[src/rtl/bubble_seq_pkg.sv]
// Shared types and constants for the bubble memory access sequencer.
// Optional watchdog is enabled by defining BUBBLE_SEQ_TIMEOUT_EN.
package bubble_seq_pkg;

  localparam int POS_W           = 12;
  localparam int TMO_W           = 24;
  localparam int LOOP_LENGTH_DEF = 2053;

  typedef enum logic [2:0] {
    ST_IDLE,
    ST_SEEK,
    ST_READ,
    ST_STOP_WAIT,
    ST_DONE
  } seq_state_e;

  typedef struct packed {
    logic shift_n;
    logic repl_n;
    logic ready;
    logic done;
  } seq_out_t;

  function automatic seq_out_t state_outputs(input seq_state_e s);
    seq_out_t o;
    o = '{shift_n: 1'b1, repl_n: 1'b1, ready: 1'b0, done: 1'b0};
    unique case (s)
      ST_IDLE:      o.ready   = 1'b1;
      ST_SEEK:      o.shift_n = 1'b0;
      ST_READ: begin
        o.shift_n = 1'b0;
        o.repl_n  = 1'b0;
      end
      ST_STOP_WAIT: o.shift_n = 1'b1;
      ST_DONE:      o.done    = 1'b1;
      default:      o.ready   = 1'b0;
    endcase
    return o;
  endfunction

endpackage

[src/rtl/bubble_position_tracker.sv]
// Detects position_change rising edges and tracks the minor-loop
// position modulo LOOP_LENGTH.
module bubble_position_tracker
  import bubble_seq_pkg::*;
#(
  parameter int LOOP_LENGTH = LOOP_LENGTH_DEF
) (
  input  logic             clk,
  input  logic             rst_n,
  input  logic             position_change,
  output logic             edge_stb,
  output logic [POS_W-1:0] current_position,
  output logic [POS_W-1:0] next_position
);

  logic             pc_q;
  logic [POS_W-1:0] pos_q, pos_d;

  always_comb begin
    edge_stb = position_change & ~pc_q;
    if (pos_q == POS_W'(LOOP_LENGTH - 1))
      next_position = '0;
    else
      next_position = pos_q + POS_W'(1);
    pos_d = edge_stb ? next_position : pos_q;
  end

  always_ff @(posedge clk or negedge rst_n) begin
    if (!rst_n) begin
      pc_q  <= 1'b0;
      pos_q <= '0;
    end else begin
      pc_q  <= position_change;
      pos_q <= pos_d;
    end
  end

  assign current_position = pos_q;

endmodule

[src/rtl/bubble_access_sequencer.sv]
// Seek / replicate / stop sequencer for a bubble memory minor loop.
// Define BUBBLE_SEQ_TIMEOUT_EN to add the position_change watchdog.
module bubble_access_sequencer
  import bubble_seq_pkg::*;
#(
  parameter int          LOOP_LENGTH    = LOOP_LENGTH_DEF,
  parameter logic [23:0] TIMEOUT_CYCLES = 24'd960000
) (
  input  logic             master_clock,
  input  logic             master_reset_n,
  input  logic             cmd_valid,
  output logic             cmd_ready,
  input  logic [POS_W-1:0] cmd_target,
  input  logic [POS_W-1:0] cmd_length,
  input  logic             cmd_bootloop,
  input  logic             abort,
  input  logic             position_change,
  input  logic             bubble_access,
  output logic             bubble_shift_enable,
  output logic             replicator_enable,
  output logic             bootloop_enable,
  output logic [POS_W-1:0] current_position,
  output logic             done,
  output logic             error
);

  logic             edge_stb;
  logic [POS_W-1:0] pos_next;
  logic             tmo;

  seq_state_e       state_q, state_d;
  logic [POS_W-1:0] tgt_q, tgt_d;
  logic [POS_W-1:0] len_q, len_d;
  logic             boot_q, boot_d;
  logic             err_q, err_d;
  logic             boot_en_q, boot_en_d;
  seq_out_t         out_q, out_d;

  bubble_position_tracker #(
    .LOOP_LENGTH(LOOP_LENGTH)
  ) u_tracker (
    .clk             (master_clock),
    .rst_n           (master_reset_n),
    .position_change (position_change),
    .edge_stb        (edge_stb),
    .current_position(current_position),
    .next_position   (pos_next)
  );

`ifdef BUBBLE_SEQ_TIMEOUT_EN
  logic [TMO_W-1:0] wd_q, wd_d;
  logic             wd_act;

  // Counts cycles without a position step while the loop is shifting.
  always_comb begin
    wd_act = (state_q == ST_SEEK) || (state_q == ST_READ);
    wd_d   = (wd_act && !edge_stb) ? wd_q + TMO_W'(1) : '0;
    tmo    = wd_act && !edge_stb &&
             (wd_q == TIMEOUT_CYCLES - TMO_W'(1));
  end

  always_ff @(posedge master_clock or negedge master_reset_n) begin
    if (!master_reset_n) wd_q <= '0;
    else                 wd_q <= wd_d;
  end
`else
  logic unused_tmo;
  assign unused_tmo = ^TIMEOUT_CYCLES;
  assign tmo        = 1'b0;
`endif

  always_comb begin
    state_d = state_q;
    tgt_d   = tgt_q;
    len_d   = len_q;
    boot_d  = boot_q;
    err_d   = err_q;
    unique case (state_q)
      ST_IDLE: begin
        if (cmd_valid) begin
          tgt_d  = cmd_target;
          len_d  = (cmd_length == '0) ? POS_W'(1) : cmd_length;
          boot_d = cmd_bootloop;
          if (int'(cmd_target) >= LOOP_LENGTH) begin
            err_d   = 1'b1;
            state_d = ST_DONE;
          end else if (current_position == cmd_target) begin
            state_d = ST_READ;
          end else begin
            state_d = ST_SEEK;
          end
        end
      end
      ST_SEEK: begin
        if (abort) begin
          state_d = ST_STOP_WAIT;
        end else if (tmo) begin
          err_d   = 1'b1;
          state_d = ST_STOP_WAIT;
        end else if (edge_stb && pos_next == tgt_q) begin
          state_d = ST_READ;
        end
      end
      ST_READ: begin
        if (abort) begin
          state_d = ST_STOP_WAIT;
        end else if (tmo) begin
          err_d   = 1'b1;
          state_d = ST_STOP_WAIT;
        end else if (edge_stb) begin
          len_d = len_q - POS_W'(1);
          if (len_q == POS_W'(1)) state_d = ST_STOP_WAIT;
        end
      end
      ST_STOP_WAIT: begin
        if (!bubble_access) state_d = ST_DONE;
      end
      ST_DONE: state_d = ST_IDLE;
      default: state_d = ST_IDLE;
    endcase

    // Pins follow the state being entered, so they change with state_q.
    out_d     = state_outputs(state_d);
    boot_en_d = 1'b0;
    if (state_d == ST_SEEK || state_d == ST_READ ||
        state_d == ST_STOP_WAIT)
      boot_en_d = boot_d;
  end

  always_ff @(posedge master_clock or negedge master_reset_n) begin
    if (!master_reset_n) begin
      state_q   <= ST_IDLE;
      tgt_q     <= '0;
      len_q     <= '0;
      boot_q    <= 1'b0;
      err_q     <= 1'b0;
      boot_en_q <= 1'b0;
      out_q     <= '{shift_n: 1'b1, repl_n: 1'b1,
                     ready: 1'b1, done: 1'b0};
    end else begin
      state_q   <= state_d;
      tgt_q     <= tgt_d;
      len_q     <= len_d;
      boot_q    <= boot_d;
      err_q     <= err_d;
      boot_en_q <= boot_en_d;
      out_q     <= out_d;
    end
  end

  assign cmd_ready           = out_q.ready;
  assign bubble_shift_enable = out_q.shift_n;
  assign replicator_enable   = out_q.repl_n;
  assign done                = out_q.done;
  assign bootloop_enable     = boot_en_q;
  assign error               = err_q;

endmodule

[config.mk]
export PLATFORM = sky130hd
export DESIGN_NAME = bubble_access_sequencer
export DESIGN_NICKNAME = d
export VERILOG_FILES = /design/src/rtl/bubble_seq_pkg.sv /design/src/rtl/bubble_position_tracker.sv /design/src/rtl/bubble_access_sequencer.sv
export SDC_FILE = /design/constraint.sdc
export NUM_CORES = 1
export LEC_CHECK = 0
export CAP_MARGIN = 10
export CORE_MARGIN = 3
export CORE_UTILIZATION = 35
export DETAILED_ROUTE_END_ITERATION = 6
export GPL_ROUTABILITY_DRIVEN = 0
export GPL_TIMING_DRIVEN = 0
export SYNTH_ARGS = -nofsm -noshare
export SYNTH_HDL_FRONTEND = slang
export SYNTH_SLANG_ARGS = --single-unit
[constraint.sdc]
create_clock -name master_clock -period 3.2 [get_ports master_clock]
set_input_delay 0.64 -clock master_clock [delete_from_list [all_inputs] [get_ports master_clock]]
set_output_delay 0.64 -clock master_clock [all_outputs]
set_load 0.01 [all_outputs]
==> run_results.csv <==
group,metric,value,unit
worst_setup_path,crit_path_cell_trace,"buf_2 -> inv_1 -> ha_1 -> nor4b_1 -> a31oi_1 -> or2_4 -> a2111oi_4 -> o2111ai_2 -> o31ai_1 -> nand4_1",
worst_setup_path,crit_arrival,3060,ps
finish,fill_cells,798,
global_routing,grt.overflow.total,0,
worst_setup_path,cp-start-kind,"flop",
clock_tree,postCtsHoldBufs,0,
clock_tree,cts_tree,"done",
clock_tree,cts_max_level,2,
finish,antenna_cells,0,
placement,hpwl,5690,um
global_routing,busiest_layer,"met2",
routing,dr.pass1.iters,4,
global_routing,grt_pass1_vias,2421,
worst_setup_path,cpMaxStageDelayCell,"dfrtp_1",
clock_tree,clk_latency,300,ps
routing,wirelength,7460,um
pwr,peakVddDrop,318,uV
worst_setup_path,worst-path-max-fanout,10,
die,rows,32,
global_routing,grt_use_met2,23.7,%
global_routing,grt_max_degree,36,
die,dieWidth,98.0,um
timing,drv_slew,0,
yosys,synth-main-ff-cell,"dfrtp_1",
worst_setup_path,required,3420,ps
finish,syn2layout_area_growth,25.6,%
pwr,p_per_area,789,nW/um^2
clock_tree,numCtsBuffers,5,
yosys,synth_compound_area_share,16.6,%
worst_setup_path,crit_path_end_kind,"flop",
yosys,synth_edf_count,0,
yosys,yosys.area_share.simple,21.4,%
die,die_area,9610,sq um
yosys,yosys-top-cells-count,"44 x dfrtp_1, 31 x nor2_1, 22 x a21oi_1, 22 x nand2_1, 22 x o21ai_0",
timing,setup_tns,0,ps
routing,routed_via_density,5.42,
timing,period_share,88.8,%
worst_setup_path,r2r_start,"u_tracker.current_position[0]",
job,maxCapViolCount,0,
routing,route.detailed.drc,0,
die,io_pins,49,
routing,drt_iter0_drc,122,
routing,avgRoutedWirePerCell,15.4,um
yosys,synth.most_common_cell,"dfrtp_1",
clock_tree,clock_sinks,47,
timing,slew_headroom,59.7,%
yosys,yosysWarnings,0,
placement,place_inst,475,
finish,fin_cells,483,
finish,fin_nets,415,
die,start_util,37.2,%
yosys,synthMuxAreaShare,5.61,%
global_routing,grt_use_total,15.7,%
die,die_h,98.0,um
placement,numPortBuffers,48,
yosys,syn-mean-instance-area,9.15,sq um
worst_setup_path,crit_type,"flop to flop",
finish,finalCoreUtilization,46.7,%
timing,finClkSkew,7.74,ps
worst_setup_path,startpoint,"u_tracker.current_position[0]",
yosys,synthArstFlopShare,100,%
clock_tree,cts_setup_buffers,0,
timing,finalSetupViolations,0,
yosys,ys_top_cells_by_area,"dfrtp_1 37%, xor2_1 5.9%, mux2_2 4.9%",
clock_tree,cts_buffer_depth,2,
global_routing,grt_pass1_wl,12400,um
clock_tree,cts_resized,0,
yosys,synthAdderAreaFrac,1.69,%
clock_tree,clkSlewWorstSetupHoldPaths,100,ps
global_routing,antenna_found_initial,0,
timing,rsz0062_at_grt,"no",
routing,postRouteAntennaNets,0,
routing,num_vias,2620,
yosys,yosysSeqAreaShare,39.8,%
outcome,status,"finished, final reports clean",
yosys,synth_nets,359,
yosys,synth_top_area_share,37.1,%
clock_tree,cts-root-buf,"clkbuf_8",
global_routing,grt_util_met1,23.6,%
timing,timing.hold.ws,234,ps
global_routing,use_met3,2.79,%
yosys,synth_largest_area_cell,"dfrtp_1",
min_path,hold_class,"input pin to async pin",
worst_setup_path,cp_slowest_stage_delay,390,ps
yosys,synth_cell_types,54,
timing,hold_viol_final,0,
yosys,syn_inst,324,
pwr,p_leak,1.46,nW
finish,layout-drive-gt1-share,13.4,%
yosys,synth_seq_cells,47,
timing,min_period,2840,ps
yosys,synthesis.area,2970,sq um
timing,fmax,0.352,GHz
timing,worst_pin_slew,605,ps
yosys,synth_top_family_by_area,"simple AND/OR/NAND/NOR gates",
pwr,power,2.94,mW
die,core,7970,sq um
yosys,synth_xor_area_share,9.75,%
[per-layer routing]
metal	routed length (um)	up-vias
met2	3400	50
met5	0	-
met4	89	0
met1	3650	1279
li1	-	1281
met3	320	10
[registers in the layout, summed over array words and instances, names as in the netlist, 3 cells and up]
| signal | flops |
|---|---|
| len_q | 12 |
| tgt_q | 12 |
| state_q | 3 |
| u_tracker.current_position | 12 |
[layout make-up]
| cell class | instances | area, sq um | share of cell area, % |
|---|---|---|---|
| inverters | 10 | 37.5 | 1.01 |
| flip-flops and latches | 47 | 1180 | 31.7 |
| repair buffers | 49 | 495 | 13.3 |
| well taps | 102 | 128 | 3.43 |
| clock buffers | 5 | 68.8 | 1.85 |
| multi-input cells | 248 | 1630 | 43.8 |
| clock inverters | 3 | 67.6 | 1.81 |
| plain buffers | 19 | 116 | 3.12 |
[report_power, final]
| part | total, mW | leakage [nW] | internal (mW) | switching, mW |
|---|---|---|---|---|
| logic | 1.36 | 0.826 | 0.642 | 0.722 |
| registers | 1.05 | 0.565 | 0.840 | 0.209 |
| clock network | 0.527 | 0.0644 | 0.312 | 0.215 |
| total | 2.94 | 1.46 | 1.79 | 1.15 |
[layout by cell type (no fill, tap or decap), types with 4 or more instances in the layout]
cell type	count
o22ai_1	4
dfrtp_1	44
ha_1	4
buf_4	5
nand3_1	10
mux2_2	13
nor2_1	31
nor4_1	9
a21oi_1	22
o31ai_1	6
nand2b_1	4
buf_2	4
a31oi_1	4
inv_1	10
nand2_1	22
clkbuf_1	8
o21ai_0	22
clkdlybuf4s50_1	47
xnor2_1	13
xor2_1	20
nor3_1	15
clkbuf_8	5
nand4_1	6
[worst paths after layout]
check,slack (ps),cells after the start,end
worst min register to register,500,1,boot_q
worst max-delay path,360,10,replicator_enable
worst min-delay path,230,1,u_tracker.current_position[6]
min in group master_clock,500,1,boot_q
max in group asynchronous,2400,2,cmd_ready
worst max register to register,360,10,replicator_enable
[cells by family after synthesis]
family	count (synthesis)
AO/OA/AOI/OAI	76
adder cells (fa/ha/maj)	4
buffers and inverters	29
multiplexers	15
flip-flops	47
AND/OR/NAND/NOR	120
XOR/XNOR	33
[metrics by stage]
stage	area, sq um	worst slack, ps
global placement	3570	50.4
floorplan	2970	580
finish	3720	360
CTS	3720	357
global route	3720	41.0
detailed placement	3590	237
[critical path, delay by kind of cell, from the launching register on]
kind / cells / cell delay (ps)
AND/OR/NAND/NOR: 3 / 700
flip-flops: 1 / 390
buffers and inverters: 2 / 330
AO/OA/AOI/OAI: 4 / 990
adder cells (fa/ha/maj): 1 / 340
Note: power is estimated with default switching activity, not from simulation.
